`config.mk`:
```
export PLATFORM = sky130hd
export DESIGN_NAME = lcd_fb_writer
export DESIGN_NICKNAME = d
export VERILOG_FILES = /design/src/rtl/dmg_pkg.sv /design/src/rtl/sync_fifo.sv /design/src/rtl/lcd_fb_writer.sv
export SDC_FILE = /design/constraint.sdc
export NUM_CORES = 1
export LEC_CHECK = 0
export ABC_AREA = 1
export CAP_MARGIN = 20
export CORE_ASPECT_RATIO = 1.25
export CORE_MARGIN = 1
export CORE_UTILIZATION = 48
export CTS_BUF_LIST = sky130_fd_sc_hd__clkbuf_4 sky130_fd_sc_hd__clkbuf_8
export CTS_CLUSTER_DIAMETER = 30
export CTS_CLUSTER_SIZE = 12
export DETAILED_ROUTE_END_ITERATION = 10
export HOLD_SLACK_MARGIN = 0.02
export MAX_ROUTING_LAYER = met4
export PLACE_DENSITY = 0.74
export SETUP_SLACK_MARGIN = 0.3
export SYNTH_ARGS = -nofsm -noshare
export SYNTH_HDL_FRONTEND = slang
export SYNTH_SLANG_ARGS = --single-unit
export TNS_END_PERCENT = 5
```
`constraint.sdc`:
```
create_clock -name clk -period 5.2 [get_ports clk]
set_clock_uncertainty 0.2 [all_clocks]
set_input_delay 0.78 -clock clk [delete_from_list [all_inputs] [get_ports clk]]
set_output_delay 0.78 -clock clk [all_outputs]
set_load 0.1 [all_outputs]
```
`src/rtl/dmg_pkg.sv`:
```
// -----------------------------------------------------------------------------
// dmg_pkg
// Shared types and constants for the DMG video path.
//   fb_state_t : framebuffer writer control states
//   fb_wr_t    : one framebuffer write {addr, data}
//   LCD_W/H    : active LCD geometry in pixels/lines
// -----------------------------------------------------------------------------
package dmg_pkg;

   localparam int LCD_W     = 160;
   localparam int LCD_H     = 144;
   localparam int FB_ADDR_W = 14;

   typedef enum logic [1:0] {
      WAIT_FRAME = 2'd0,
      ACTIVE     = 2'd1,
      DRAIN      = 2'd2
   } fb_state_t;

   typedef struct packed {
      logic [FB_ADDR_W-1:0] addr;
      logic [7:0]           data;
   } fb_wr_t;

endpackage

```
`src/rtl/sync_fifo.sv`:
```
// -----------------------------------------------------------------------------
// sync_fifo
// Single-clock FIFO with a registered head: dout always holds the oldest entry
// and is valid whenever empty is low. A read pops that entry. A write into a
// full FIFO is accepted only if a read happens in the same cycle.
//   clk, rst_n : clock, asynchronous active-low reset
//   wr_en, din : write request and data
//   rd_en      : pop the head entry (ignored while empty)
//   dout       : head entry, registered
//   full/empty : occupancy flags
// -----------------------------------------------------------------------------
module sync_fifo #(
   parameter int WIDTH = 8,
   parameter int DEPTH = 8
) (
   input  logic             clk,
   input  logic             rst_n,
   input  logic             wr_en,
   input  logic [WIDTH-1:0] din,
   input  logic             rd_en,
   output logic [WIDTH-1:0] dout,
   output logic             full,
   output logic             empty
);

   localparam int AW = $clog2(DEPTH);

   logic [WIDTH-1:0] mem [DEPTH];
   logic [AW-1:0]    wr_ptr, rd_ptr, rd_ptr_nxt;
   logic [AW:0]      count, count_left;
   logic             do_rd, do_wr;
   logic [WIDTH-1:0] head_nxt;

   assign empty = (count == '0);
   assign full  = (count == (AW+1)'(DEPTH));

   assign do_rd = rd_en && !empty;
   assign do_wr = wr_en && (!full || do_rd);

   assign rd_ptr_nxt = rd_ptr + AW'(do_rd);
   assign count_left = count - (AW+1)'(do_rd);
   // When the FIFO would otherwise be empty, the incoming word becomes the
   // head directly instead of waiting a cycle to be read back from mem.
   assign head_nxt   = (count_left == '0) ? din : mem[rd_ptr_nxt];

   // NOTE: storage has no reset; only pointers and count need a known value,
   // and leaving the array unreset lets it map onto plain RAM cells.
   always_ff @(posedge clk) begin
      if (do_wr) mem[wr_ptr] <= din;
   end

   // NOTE: sequential state is always assigned with <= so every flop samples
   // the pre-edge values of its neighbours, independent of statement order.
   always_ff @(posedge clk or negedge rst_n) begin
      if (!rst_n) begin
         wr_ptr <= '0;
         rd_ptr <= '0;
         count  <= '0;
         dout   <= '0;
      end else begin
         wr_ptr <= wr_ptr + AW'(do_wr);
         rd_ptr <= rd_ptr_nxt;
         count  <= count_left + (AW+1)'(do_wr);
         // Head only moves on a pop or on the first write into an empty
         // queue, so it stays stable while the consumer stalls.
         if (count_left != '0 || do_wr) dout <= head_nxt;
      end
   end

endmodule

```
`src/rtl/lcd_fb_writer.sv`:
```
// -----------------------------------------------------------------------------
// lcd_fb_writer
// Packs the PPU 2bpp pixel stream four pixels per byte and writes it into a
// double-buffered framebuffer. Banks swap only after a whole frame has been
// written and drained, so scan-out always reads a complete frame.
//   clk, rst_n            : clock, asynchronous active-low reset
//   lcd_pixel, lcd_color  : pixel strobe and 2-bit shade
//   lcd_hsync, lcd_vsync  : end-of-line / start-of-frame pulses
//   fb_addr, fb_data      : write {bank, offset} and packed byte
//   fb_valid, fb_ready    : write handshake, transfer on valid && ready
//   disp_bank             : bank holding the last complete frame
//   frame_done            : 1-cycle pulse on bank swap
//   err_overrun, clr_err  : sticky error flag and its clear
// -----------------------------------------------------------------------------
module lcd_fb_writer
   import dmg_pkg::*;
#(
   parameter int H_PIXELS   = LCD_W,
   parameter int V_LINES    = LCD_H,
   parameter int FIFO_DEPTH = 8,
   parameter int ADDR_W     = FB_ADDR_W
) (
   input  logic              clk,
   input  logic              rst_n,
   input  logic              lcd_pixel,
   input  logic [1:0]        lcd_color,
   input  logic              lcd_hsync,
   input  logic              lcd_vsync,
   output logic [ADDR_W-1:0] fb_addr,
   output logic [7:0]        fb_data,
   output logic              fb_valid,
   input  logic              fb_ready,
   output logic              disp_bank,
   output logic              frame_done,
   output logic              err_overrun,
   input  logic              clr_err
);

   localparam int XW   = $clog2(H_PIXELS + 1);
   localparam int YW   = $clog2(V_LINES + 1);
   localparam int OW   = ADDR_W - 1;
   localparam int WR_W = ADDR_W + 8;

   fb_state_t       state, state_nxt;
   logic [XW-1:0]   x;
   logic [YW-1:0]   y;
   logic [OW-1:0]   line_base;     // y * (H_PIXELS/4), kept as a running sum
   logic [7:0]      pack, pack_nxt;
   logic            wr_bank;
   logic            push_valid;
   logic [WR_W-1:0] push_word;

   logic            fifo_full, fifo_empty, pop;
   logic [WR_W-1:0] fifo_dout;

   logic            in_active, vsync_evt, pix_evt, pix_drop, hsync_evt;
   logic            last_line, byte_done, push_req, swap, extra_line;
   logic            overflow, set_err;

   // Event qualification: vsync masks any coincident pixel or hsync.
   assign in_active  = (state == ACTIVE);
   assign vsync_evt  = lcd_vsync && (state != DRAIN);
   assign pix_evt    = in_active && lcd_pixel && !lcd_vsync && (x < XW'(H_PIXELS));
   assign pix_drop   = in_active && lcd_pixel && !lcd_vsync && (x >= XW'(H_PIXELS));
   assign hsync_evt  = in_active && lcd_hsync && !lcd_vsync;
   assign last_line  = (y == YW'(V_LINES - 1));
   // Line activity after the final line of a frame means too many lines.
   assign extra_line = (state == DRAIN) && (lcd_pixel || lcd_hsync) && !lcd_vsync;

   // A coincident pixel belongs to the line that hsync ends, so it is merged
   // into the byte before any flush. A flush is needed only when the line
   // leaves a partial byte behind.
   assign byte_done = pix_evt && (x[1:0] == 2'd3);
   assign push_req  = byte_done || (hsync_evt && (pix_evt || x[1:0] != 2'd0));

   assign swap = (state == DRAIN) && fifo_empty && !push_valid;

   assign pop      = fb_valid && fb_ready;
   assign overflow = push_valid && fifo_full && !pop;
   assign set_err  = pix_drop || overflow || extra_line;

   // Pixel x%4 lands in bits [2*(x%4)+1 : 2*(x%4)]; unwritten bits stay zero
   // because pack is cleared after every push.
   always_comb begin
      // NOTE: default first, so no path through this block leaves pack_nxt
      // unassigned and infers a latch.
      pack_nxt = pack;
      if (pix_evt) pack_nxt[{x[1:0], 1'b0} +: 2] = lcd_color;
   end

   always_comb begin
      state_nxt = state;
      case (state)
         WAIT_FRAME: if (lcd_vsync)              state_nxt = ACTIVE;
         ACTIVE:     if (hsync_evt && last_line) state_nxt = DRAIN;
         DRAIN:      if (swap)                   state_nxt = WAIT_FRAME;
         default:                                state_nxt = WAIT_FRAME;
      endcase
   end

   always_ff @(posedge clk or negedge rst_n) begin
      if (!rst_n) state <= WAIT_FRAME;
      else        state <= state_nxt;
   end

   always_ff @(posedge clk or negedge rst_n) begin
      if (!rst_n) begin
         x           <= '0;
         y           <= '0;
         line_base   <= '0;
         pack        <= '0;
         push_valid  <= 1'b0;
         push_word   <= '0;
         wr_bank     <= 1'b1;
         disp_bank   <= 1'b0;
         frame_done  <= 1'b0;
         err_overrun <= 1'b0;
      end else begin
         // A vsync in ACTIVE abandons the partial frame; whatever is already
         // queued still drains into the current write bank.
         if (vsync_evt) begin
            x         <= '0;
            y         <= '0;
            line_base <= '0;
         end else if (hsync_evt) begin
            x         <= '0;
            y         <= y + YW'(1);
            line_base <= line_base + OW'(H_PIXELS / 4);
         end else if (pix_evt) begin
            x <= x + XW'(1);
         end

         pack       <= (push_req || vsync_evt) ? '0 : pack_nxt;
         push_valid <= push_req;
         if (push_req) push_word <= {wr_bank, line_base + OW'(x >> 2), pack_nxt};

         if (swap) begin
            disp_bank <= wr_bank;
            wr_bank   <= ~wr_bank;
         end
         frame_done <= swap;

         if (set_err)      err_overrun <= 1'b1;
         else if (clr_err) err_overrun <= 1'b0;
      end
   end

   sync_fifo #(
      .WIDTH (WR_W),
      .DEPTH (FIFO_DEPTH)
   ) u_fifo (
      .clk   (clk),
      .rst_n (rst_n),
      .wr_en (push_valid),
      .din   (push_word),
      .rd_en (pop),
      .dout  (fifo_dout),
      .full  (fifo_full),
      .empty (fifo_empty)
   );

   assign fb_valid          = !fifo_empty;
   assign {fb_addr, fb_data} = fifo_dout;

endmodule

```
# Word level (Yosys, flattened, before mapping)
# Memories as Yosys holds them, arrays and structs flattened.
# Cells that the tools add are included.
# W data, S select, Z words.
[word_totals]
regBits = 98
ramBits = 176
input_bits = 9
out_inout_bits = 26
mem_count = 1
[mem_list]
columns = ["name", "depth", "width", "rd", "rd_clocked_by_memory_dff", "wr", "line_no", "text"]
rows = [
  ["u_fifo.mem", 8, 22, 1, 0, 1, "sync_fifo.sv:28", "logic [WIDTH-1:0] mem [DEPTH];"],
]
[op_classes]
add_sub_neg = 9
order_cmp = 2
n_eq_ne = 9
shifts = 2
mux = 19
bitwise = 1
reduce_logical = 41
[op_table]
columns = ["cell", "count"]
rows = [
  ["$mux W8", 7],
  ["$mux W13", 2],
  ["$mux W22", 1],
  ["$logic_and A1 B1 Y1", 19],
  ["$add A8 B1 Y8 const B", 2],
  ["$add A13 B6 Y13", 1],
  ["$add A13 B6 Y13 const B", 1],
  ["$bwmux W8", 1],
  ["$eq A8 B8 Y1 const B", 1],
  ["$ge A8 B8 Y1 const B", 1],
  ["$logic_not A4 Y1", 2],
  ["$logic_or A1 B1 Y1", 8],
  ["$lt A8 B8 Y1 const B", 1],
  ["$shift A2 B5 Y8 const A", 1],
  ["$shiftx A2 B5 Y8", 1],
  ["$add A3 B1 Y3", 2],
  ["$mux W2", 3],
  ["$ne A2 B2 Y1 const B", 3],
  ["$pmux W2 S3", 1],
  ["$reduce_bool A2 Y1", 3],
  ["$logic_not A1 Y1", 5],
  ["$neg A3 Y5", 1],
  ["$add A4 B1 Y4", 1],
  ["$eq A2 B2 Y1 const B", 2],
  ["other kinds (10)", 13],
]

# Logic depth before layout (Yosys ltp)
# Gate-level depths: netlist of run 1.
[logic_depth]
ltp_word = 9
ltp_mapped = 14

# Modules after synthesis
# A second synthesis of run 1 with hierarchy kept.
[unflattened]
hier_cells = 1384
hier_area_um2 = 12763.5
[by_module_without_submodules]
columns = ["module", "n_inst", "cells_per_inst", "area_per_inst_um2", "seq_area_each_um2"]
rows = [
  ["sync_fifo", 1, 937, 9326.4, 6085.8],
  ["lcd_fb_writer", 1, 447, 3437.0, 1577.8],
]

# Worst setup path before layout of run 1
# OpenSTA, ideal clock, no wires.
[synth_timing]
kind = "input -> register"
start = "input fb_ready"
end = "memory u_fifo.mem[0][0] in the netlist's numbering (enable)"
setup_time_ns = 0.401
t_arrival_ns = 2.272
t_required_ns = 4.599
setup_slack_ns = 2.327
stages = 5
cell_sequence = "inv_1 -> nand4_1 -> nand2_1 -> or2_2 -> nor2_1"
[synth_between]
elab_chain_len = 6
[synth_lines]
columns = ["element", "line_no", "text"]
rows = [
  ["start, declared", "lcd_fb_writer.sv:32", "input logic fb_ready,"],
  ["$logic_and A1 B1 Y1", "lcd_fb_writer.sv:78", "assign pop = fb_valid && fb_ready;"],
  ["$logic_and A1 B1 Y1", "sync_fifo.sv:37", "assign do_rd = rd_en && !empty;"],
  ["$logic_or A1 B1 Y1", "sync_fifo.sv:38", "assign do_wr = wr_en && (!full || do_rd);"],
  ["$logic_and A1 B1 Y1", "sync_fifo.sv:38", ""],
  ["$mux W1", "sync_fifo.sv:49", "if (do_wr) mem[wr_ptr] <= din;"],
  ["$mux W1 (not written as such)", "sync_fifo.sv:49", ""],
  ["end, declared", "sync_fifo.sv:28", ""],
]
# No other way between the ends.

# Worst setup path after layout of run 1
[layout_timing]
start = "register u_fifo.count[2]"
end = "output fb_valid"
[layout_between]
elab_chain_len = 2
[layout_lines]
columns = ["element", "line_no", "text"]
rows = [
  ["start, declared", "sync_fifo.sv:30", "logic [AW:0] count, count_left;"],
  ["start signal, assigned", "sync_fifo.sv:63", "count <= count_left + (AW+1)'(do_wr);"],
  ["$logic_not A4 Y1", "sync_fifo.sv:34", "assign empty = (count == '0);"],
  ["$logic_not A1 Y1", "lcd_fb_writer.sv:162", "assign fb_valid = !fifo_empty;"],
  ["end, declared", "lcd_fb_writer.sv:31", "output logic fb_valid,"],
]
# No other way between the ends.

==> load_flow_metrics.sql, run 1 <==
INSERT INTO impl_metrics (metric_group, metric, value, unit) VALUES
('outcome', 'status', 'finished clean', ''),
('floorplanning', 'die_height', '183', 'µm'),
('floorplanning', 'die_area', '27000', 'µm²'),
('floorplanning', 'design.core.area', '25900', 'µm²'),
('floorplanning', 'design.portCount', '35', ''),
('job', 'cap_viol_max_count', '0', ''),
('sta', 'setup_viol', '0', ''),
('yosys', 'synth_top_area_share', '0.418', ''),
('power_and_ir_drop', 'p_per_area', '582', 'nW/µm²'),
('detailed_routing', 'drtIter0Drc', '591', ''),
('yosys', 'syn_area_per_cell', '9.16', 'µm²'),
('sta', 'clock.fmax', '298', 'MHz'),
('grt', 'grtUsageTotal', '0.220', ''),
('yosys', 'largest_area_contributor_in_the_synthesized_netlist', 'sky130_fd_sc_hd__edfxtp_1', ''),
('finish', 'area_growth', '12.9', '%'),
('sta', 'finalHoldViolCount', '0', ''),
('worst_setup_path', 'r2r.worst_path.cells', '12', ''),
('sta', 'period_utilization_post_route', '0.645', ''),
('worst_setup_path', 'critPathKind', 'register to output port', ''),
('worst_setup_path', 'critical_path_arrival', '2.37', 'ns'),
('finish', 'nets', '1454', ''),
('placed_design', 'place.detailed.hpwl', '17000', 'µm'),
('worst_setup_path', 'critPathCaptureType', 'output port', ''),
('power_and_ir_drop', 'leakage', '6.74', 'nW'),
('detailed_routing', 'route.detailed.drc', '0', ''),
('sta', 'worst_slew_margin_rel', '0.246', ''),
('grt', 'grt-ovfl-total', '0', ''),
('finish', 'postLayoutCellArea', '14300', 'µm²'),
('cts', 'worst_skew_pair.late_latency', '0.56', 'ns'),
('sta', 'rsz0062_at_grt', 'false', ''),
('worst_setup_path', 'cp.required', '4.22', 'ns'),
('detailed_routing', 'dr.pass1.iters', '5', ''),
('grt', 'grt_first_pass_wirelength', '45200', 'µm'),
('worst_setup_path', 'startpoint_kind_of_the_worst_setup_timing_path', 'register', ''),
('cts', 'post_cts_hold_buffer_count', '0', ''),
('cts', 'number_of_buffers_on_the_longest_clock_path', '3', ''),
('worst_setup_path', 'path_max_fanout', '5', ''),
('yosys', 'postSynthRegisterBits', '271', ''),
('cts', 'post_cts_resized', '0', ''),
('cts', 'tritoncts.num_buffers', '42', ''),
('worst_setup_path', 'timing.critical_path.depth', '3', ''),
('sta', 'tightestPinTransition', '1.13', 'ns'),
('worst_hold_path', 'worstHoldPathType', 'input pin to asynchronous set/reset pin', ''),
('grt', 'initial_antenna_violation_count', '0', ''),
('cts', 'clock-root-buffer', 'sky130_fd_sc_hd__clkbuf_8', ''),
('yosys', 'total_nets_after_synthesis', '1407', ''),
('placed_design', 'number_of_buffers_inserted_by_port_buffering', '34', ''),
('detailed_routing', 'ant_nets', '0', ''),
('finish', 'final_core_util', '0.550', ''),
('sta', 'setup_total_negative_slack', '0', 'ns'),
('yosys', 'postSynthCellCount', '1379', ''),
('finish', 'final_layout_size_suffix_gt1_frac', '0.0897', ''),
('cts', 'h-tree-depth', '2', ''),
('finish', 'mostFrequentLayoutCells', 'sky130_fd_sc_hd__nand2_1, sky130_fd_sc_hd__inv_1, sky130_fd_sc_hd__nand3_1', ''),
('sta', 'slew_violations', '0', ''),
('detailed_routing', 'vias', '9127', ''),
('placed_design', 'gp_routability_congestion', '0.841', ''),
('worst_setup_path', 'crit_slowest_cell', 'sky130_fd_sc_hd__clkdlybuf4s50_1', ''),
('yosys', 'synthesis.yosys.warnings', '0', ''),
('grt', 'grt_max_degree', '90', ''),
('finish', 'mostFrequentLayoutCell', 'sky130_fd_sc_hd__nand2_1', ''),
('yosys', 'synth_sequential_area_ratio', '0.607', ''),
('yosys', 'yosys_cell_types', '37', ''),
('cts', 'clock_input_transition_at_the_sequential_cells_of_the_worst_setup_and_hold_paths', '0.07', 'ns'),
('worst_setup_path', 'total_buffers_and_inverters_traversed_by_the_critical_path', '1', ''),
('worst_setup_path', 'max_stage_delay', '1.17', 'ns'),
('grt', 'first_global_vias', '9009', ''),
('floorplanning', 'initial_core_util', '0.487', ''),
('power_and_ir_drop', 'vdd_ir_drop_max', '370', 'µV'),
('placed_design', 'detailed_place.area', '13300', 'µm²'),
('cts', 'post_cts_repair_setup_buffers', '0', '');
[Yosys cell counts]
master,n
sky130_fd_sc_hd__o21ai_0,41
sky130_fd_sc_hd__nor2_1,50
sky130_fd_sc_hd__clkbuf_1,19
sky130_fd_sc_hd__buf_4,4
sky130_fd_sc_hd__nand2_2,6
sky130_fd_sc_hd__nor3_4,1
sky130_fd_sc_hd__inv_1,278
sky130_fd_sc_hd__buf_2,18
sky130_fd_sc_hd__nand3b_1,2
sky130_fd_sc_hd__o31ai_1,1
sky130_fd_sc_hd__xor2_1,9
sky130_fd_sc_hd__o22ai_1,1
sky130_fd_sc_hd__inv_2,6
sky130_fd_sc_hd__ha_1,19
sky130_fd_sc_hd__clkbuf_2,1
sky130_fd_sc_hd__nand4_1,19
sky130_fd_sc_hd__dfstp_2,1
sky130_fd_sc_hd__dfrtp_1,94
sky130_fd_sc_hd__nor3_1,10
sky130_fd_sc_hd__or2_2,1
sky130_fd_sc_hd__a22oi_1,1
sky130_fd_sc_hd__clkinv_1,1
sky130_fd_sc_hd__o21ai_4,1
sky130_fd_sc_hd__a21oi_1,13
sky130_fd_sc_hd__a22o_1,1
sky130_fd_sc_hd__buf_6,6
sky130_fd_sc_hd__nor2_2,1
sky130_fd_sc_hd__o21ai_1,4
sky130_fd_sc_hd__nand2_1,398
sky130_fd_sc_hd__a31oi_1,1
sky130_fd_sc_hd__nand3_1,184
sky130_fd_sc_hd__nand3_2,3
sky130_fd_sc_hd__nand3_4,1
sky130_fd_sc_hd__nor2_4,4
sky130_fd_sc_hd__edfxtp_1,176
sky130_fd_sc_hd__xnor2_1,2
sky130_fd_sc_hd__nand2_4,1
[cells by family (layout without fill, tap and decap cells)]
kind of cell / count (synthesis) / after routing / share of synthesized area
AO/OA/AOI/OAI: 64 / 64 / 0.0271
buffers and inverters: 333 / 414 / 0.106
flip-flops: 271 / 271 / 0.607
adder cells (fa/ha/maj): 19 / 19 / 0.0188
AND/OR/NAND/NOR: 681 / 681 / 0.234
XOR/XNOR: 11 / 11 / 0.00763
[power breakdown]
part	internal, mW	total [mW]	switching [mW]
Sequential	2.58	2.80	0.216
Combinational	0.993	3.53	2.53
Clock	1.04	1.98	0.934
Total	4.62	8.30	3.68
[path summary, 6_finish.rpt]
check | slack (ns) | to | start
hold reg to reg | 0.28 | state[0] | state[0]
setup / recovery | 1.85 | fb_valid | u_fifo.count[2]
setup reg to reg | 2.06 | u_fifo.dout[0] | u_fifo.count[2]
hold / removal | 0.05 | disp_bank | rst_n
max in group asynchronous | 3.62 | u_fifo.dout[17] | rst_n
min in group clk | 0.28 | state[0] | state[0]
[registers in the layout (all words and copies together) (netlist names)]
| register | cells |
|---|---|
| u_fifo.mem | 176 |
| push_word | 22 |
| u_fifo.dout | 22 |
| line_base | 10 |
| pack | 8 |
| x | 8 |
| y | 8 |
| u_fifo.count | 4 |
| u_fifo.rd_ptr | 3 |
| u_fifo.wr_ptr | 3 |
| state | 2 |
| disp_bank | 1 |
| err_overrun | 1 |
| frame_done | 1 |
| push_valid | 1 |
| wr_bank | 1 |
[stage by stage]
step           instances  total power [mW]  hold WS, ns  setup WS [ns]
2_1_floorplan       1379              5.46        0.256           2.33
3_3_place_gp        1722              6.29        0.277           1.42
3_5_place_dp        1722              6.36        0.280           1.38
4_1_cts             1800              8.34       0.0614           1.80
5_1_grt             1800              8.80       0.0968           1.77
6_report            1800              8.30       0.0495           1.85
[routing by layer]
layer / vias up / global-route usage / share of wire
met1: 4309 / 0.255 / 0.40
met4: 0 / 0.0845 / 0.026
li1: 4452 / - / -
met5: - / - / 0
met3: 64 / 0.0286 / 0.057
met2: 302 / 0.389 / 0.52
[area by class of cell]
class | instances | area, µm²
inverters | 285 | 1070
clock buffers | 50 | 657
fillers | 2271 | 11700
well taps | 340 | 425
clock inverters | 28 | 293
flip-flops and latches | 271 | 7660
multi-input cells | 775 | 3670
repair buffers | 51 | 478
(Power assumes the default switching activity.)
==> run 2, diff against run 1 <==
clock period = 3.31 ns   (was 5.2 ns; I/O delays follow)
==> run 2 against run 1 <==
First-iteration DRC count up 18%. Largest cell class unchanged. Worst hold slack improved by 0.25 ns. Sequential cell count did not move. Critical path type is now register to register. Clock power increased by 59%. Non-clock buffer count up 16. Die area stayed put. Critical endpoint is now u_fifo.dout[19]. Routed wire length about the same. Setup slack got worse by 1.0 ns. Via count fell by 0.16%.
==> load_flow_metrics.sql, run 2 (synthesis gave the netlist of run 1 again) <==
INSERT INTO impl_metrics (metric_group, metric, value, unit) VALUES
('floorplanning', 'design.core.area', '25900', 'µm²'),
('grt', 'grtUsageTotal', '0.220', ''),
('finish', 'register_cell_area_after_layout', '7660', 'µm²'),
('sta', 'period_utilization_post_route', '0.748', ''),
('detailed_routing', 'viasPerCell', '5.02', ''),
('placed_design', 'detailed_place.area', '13400', 'µm²'),
('sta', 'hold_slack', '0.300', 'ns'),
('finish', 'final_core_util', '0.555', ''),
('power_and_ir_drop', 'p_int', '7.43', 'mW'),
('cts', 'tritoncts', 'done', ''),
('sta', 'slew_violations', '0', ''),
('worst_setup_path', 'critPathKind', 'register to register', ''),
('detailed_routing', 'met1_routed_length', '11100', 'µm'),
('power_and_ir_drop', 'seq_power_share', '0.332', ''),
('placed_design', 'gp_routability_congestion', '0.830', ''),
('cts', 'number_of_buffers_on_the_longest_clock_path', '3', ''),
('detailed_routing', 'vias', '9112', ''),
('worst_setup_path', 'startpoint_kind_of_the_worst_setup_timing_path', 'register', ''),
('worst_setup_path', 'path_max_fanout', '22', ''),
('detailed_routing', 'drtIter0Drc', '697', ''),
('sta', 'setup_viol', '0', ''),
('finish', 'postLayoutCellArea', '14400', 'µm²'),
('power_and_ir_drop', 'leakage', '6.90', 'nW'),
('job', 'cap_viol_max_count', '0', ''),
('worst_setup_path', 'r2r_end', 'u_fifo.dout[19]', ''),
('cts', 'post_cts_repair_setup_buffers', '0', ''),
('worst_setup_path', 'cp.required', '3.64', 'ns'),
('worst_setup_path', 'critPathCaptureType', 'register', ''),
('worst_setup_path', 'critical_path_arrival', '2.81', 'ns'),
('floorplanning', 'design.portCount', '35', ''),
('finish', 'top_register', 'u_fifo.mem', ''),
('detailed_routing', 'ant_nets', '0', ''),
('grt', 'grt_max_degree', '69', ''),
('worst_setup_path', 'critical_path.endpoint', 'u_fifo.dout[19]', ''),
('cts', 'clock-root-buffer', 'sky130_fd_sc_hd__clkbuf_8', ''),
('detailed_routing', 'routed-wl-met3', '1510', 'µm'),
('power_and_ir_drop', 'vdd_ir_drop_max', '688', 'µV'),
('sta', 'finalHoldViolCount', '0', ''),
('finish', 'mostFrequentLayoutCell', 'sky130_fd_sc_hd__nand2_1', ''),
('finish', 'mostFrequentLayoutCells', 'sky130_fd_sc_hd__nand2_1, sky130_fd_sc_hd__inv_1, sky130_fd_sc_hd__nand3_1', ''),
('finish', 'nets', '1470', ''),
('sta', 'fin_crit', '2.48', 'ns'),
('grt', 'grt-ovfl-total', '0', ''),
('worst_setup_path', 'timing.critical_path.depth', '12', ''),
('power_and_ir_drop', 'power_frac_comb', '0.431', ''),
('placed_design', 'dp_worst_setup_slack', '0.388', 'ns'),
('sta', 'setup_total_negative_slack', '0', 'ns'),
('detailed_routing', 'route.top_layer_used', 'met4', ''),
('finish', 'footprint_of_the_multi_input_gates', '3670', 'µm²'),
('detailed_routing', 'met2_length', '14300', 'µm'),
('power_and_ir_drop', 'p_per_area', '917', 'nW/µm²'),
('grt', 'first_global_vias', '9060', ''),
('finish', 'final-instance-count-excl-fill', '1815', ''),
('finish', 'area_growth', '14.0', '%'),
('sta', 'clock.fmax', '404', 'MHz'),
('grt', 'grt_first_pass_wirelength', '45200', 'µm'),
('cts', 'tritoncts.num_buffers', '42', ''),
('finish', 'largest_register_ffs', '176', ''),
('detailed_routing', 'route.detailed.drc', '0', ''),
('worst_setup_path', 'crit_start', 'u_fifo.count[2]', ''),
('power_and_ir_drop', 'report.power.total', '13.2', 'mW'),
('worst_setup_path', 'r2r.worst_path.cells', '12', ''),
('worst_setup_path', 'max_stage_delay', '0.43', 'ns'),
('power_and_ir_drop', 'clock_power_share', '0.237', ''),
('sta', 'tightestPinTransition', '0.784', 'ns'),
('floorplanning', 'die_area', '27000', 'µm²'),
('finish', 'n_antenna_cell', '0', ''),
('worst_setup_path', 'crit_slowest_cell', 'sky130_fd_sc_hd__dfrtp_1', ''),
('floorplanning', 'die_height', '183', 'µm'),
('placed_design', 'number_of_buffers_inserted_by_port_buffering', '34', ''),
('detailed_routing', 'detail_route.wl_per_cell', '15.4', 'µm'),
('worst_setup_path', 'timing.critical_path.mode_cell', 'sky130_fd_sc_hd__nand2_1', ''),
('cts', 'worst_skew_pair.late_latency', '0.59', 'ns'),
('worst_setup_path', 'total_buffers_and_inverters_traversed_by_the_critical_path', '2', ''),
('worst_setup_path', 'reg2reg_from', 'u_fifo.count[2]', ''),
('sta', 'rsz0062_at_grt', 'false', ''),
('detailed_routing', 'dr.pass1.iters', '4', ''),
('sta', 'worst_slew_margin_rel', '0.477', ''),
('sta', 'final.setup.worst_slack', '0.833', 'ns'),
('floorplanning', 'rows', '66', ''),
('placed_design', 'dpl.cell_count', '1737', ''),
('outcome', 'status', 'finished clean', ''),
('placed_design', 'place.detailed.hpwl', '17500', 'µm'),
('floorplanning', 'initial_core_util', '0.487', ''),
('finish', 'final_layout_size_suffix_gt1_frac', '0.117', ''),
('cts', 'clock_sinks', '271', ''),
('grt', 'initial_antenna_violation_count', '0', ''),
('cts', 'clock_input_transition_at_the_sequential_cells_of_the_worst_setup_and_hold_paths', '0.07', 'ns'),
('finish', 'final.fill_count', '2258', ''),
('worst_hold_path', 'worst_hold_startpoint', 'disp_bank', ''),
('worst_hold_path', 'worstHoldPathType', 'register to register', ''),
('detailed_routing', 'final_wirelength', '27900', 'µm'),
('worst_setup_path', 'crit_chain', 'nor2_4, a31oi_1, ha_1, ha_1, nand2_1, nand3b_1, nor2_2, buf_4, o21ai_0, nand2_1, nand2_1, inv_1', ''),
('power_and_ir_drop', 'switchingPower', '5.78', 'mW'),
('cts', 'h-tree-depth', '2', ''),
('floorplanning', 'die_w', '147', 'µm'),
('finish', 'top_regs', 'u_fifo.mem: 176 flops, push_word: 22 flops, u_fifo.dout: 22 flops', ''),
('worst_setup_path', 'worst_path_dominant_cell_family', 'simple AND/OR/NAND/NOR gates', ''),
('power_and_ir_drop', 'power.share.switching', '0.438', ''),
('worst_setup_path', 'r2r_setup_slack', '0.83', 'ns');
run 2: cell count changes in the layout (fill, tap and decap cells not counted), moves of 2 or more:
cell,delta
sky130_fd_sc_hd__buf_4,+34
sky130_fd_sc_hd__buf_12,+7
sky130_fd_sc_hd__inv_8,+2
sky130_fd_sc_hd__inv_6,-3
sky130_fd_sc_hd__clkinv_2,+6
sky130_fd_sc_hd__clkinvlp_4,-5
sky130_fd_sc_hd__clkdlybuf4s50_1,-26
run 2: worst min path at each step:
stage | endpoint | slack (ns) | depth (start not counted)
after floorplan | disp_bank | 0.0009 | 0
after global routing | state[0] | 0.32 | 1
final | disp_bank | 0.30 | 2
after CTS | err_overrun | 0.29 | 2
after detailed placement | disp_bank | 0.28 | 2
after global placement | state[0] | 0.28 | 1
run 2: layout make-up:
type                            count  area share
Sequential cell                   271       0.532
Tap cell                          340      0.0295
Clock buffer                       48      0.0441
Timing Repair Buffer               67      0.0433
Multi-Input combinational cell    775       0.255
Clock inverter                     29      0.0218
Inverter                          285      0.0743
run 2: power by group through the flow:
stage                     Clock (mW)  Sequential [mW]  Combinational, mW
final                           3.14             4.39               5.69
after detailed placement           0             4.46               5.68
after floorplan                    0             5.32               3.25
after global routing            3.33             4.43               6.24
after CTS                       3.19             4.39               5.71
after global placement             0             4.45               5.56
run 2: what timing repair did:
action	CTS	global route
gates resized for setup	0	0
hold buffers	1	0
endpoints found under the hold margin	53	0
run 2: routing by layer:
| layer | GRT usage | vias up |
|---|---|---|
| met5 | - | - |
| met3 | 0.0333 | 73 |
| li1 | - | 4491 |
| met1 | 0.253 | 4269 |
| met2 | 0.378 | 279 |
| met4 | 0.105 | 0 |
run 2: worst min-delay path, cell delays in order (launching register included):
cell                      delay, ns
sky130_fd_sc_hd__dfrtp_1       0.36
sky130_fd_sc_hd__nand2_1       0.05
sky130_fd_sc_hd__o21ai_0       0.06
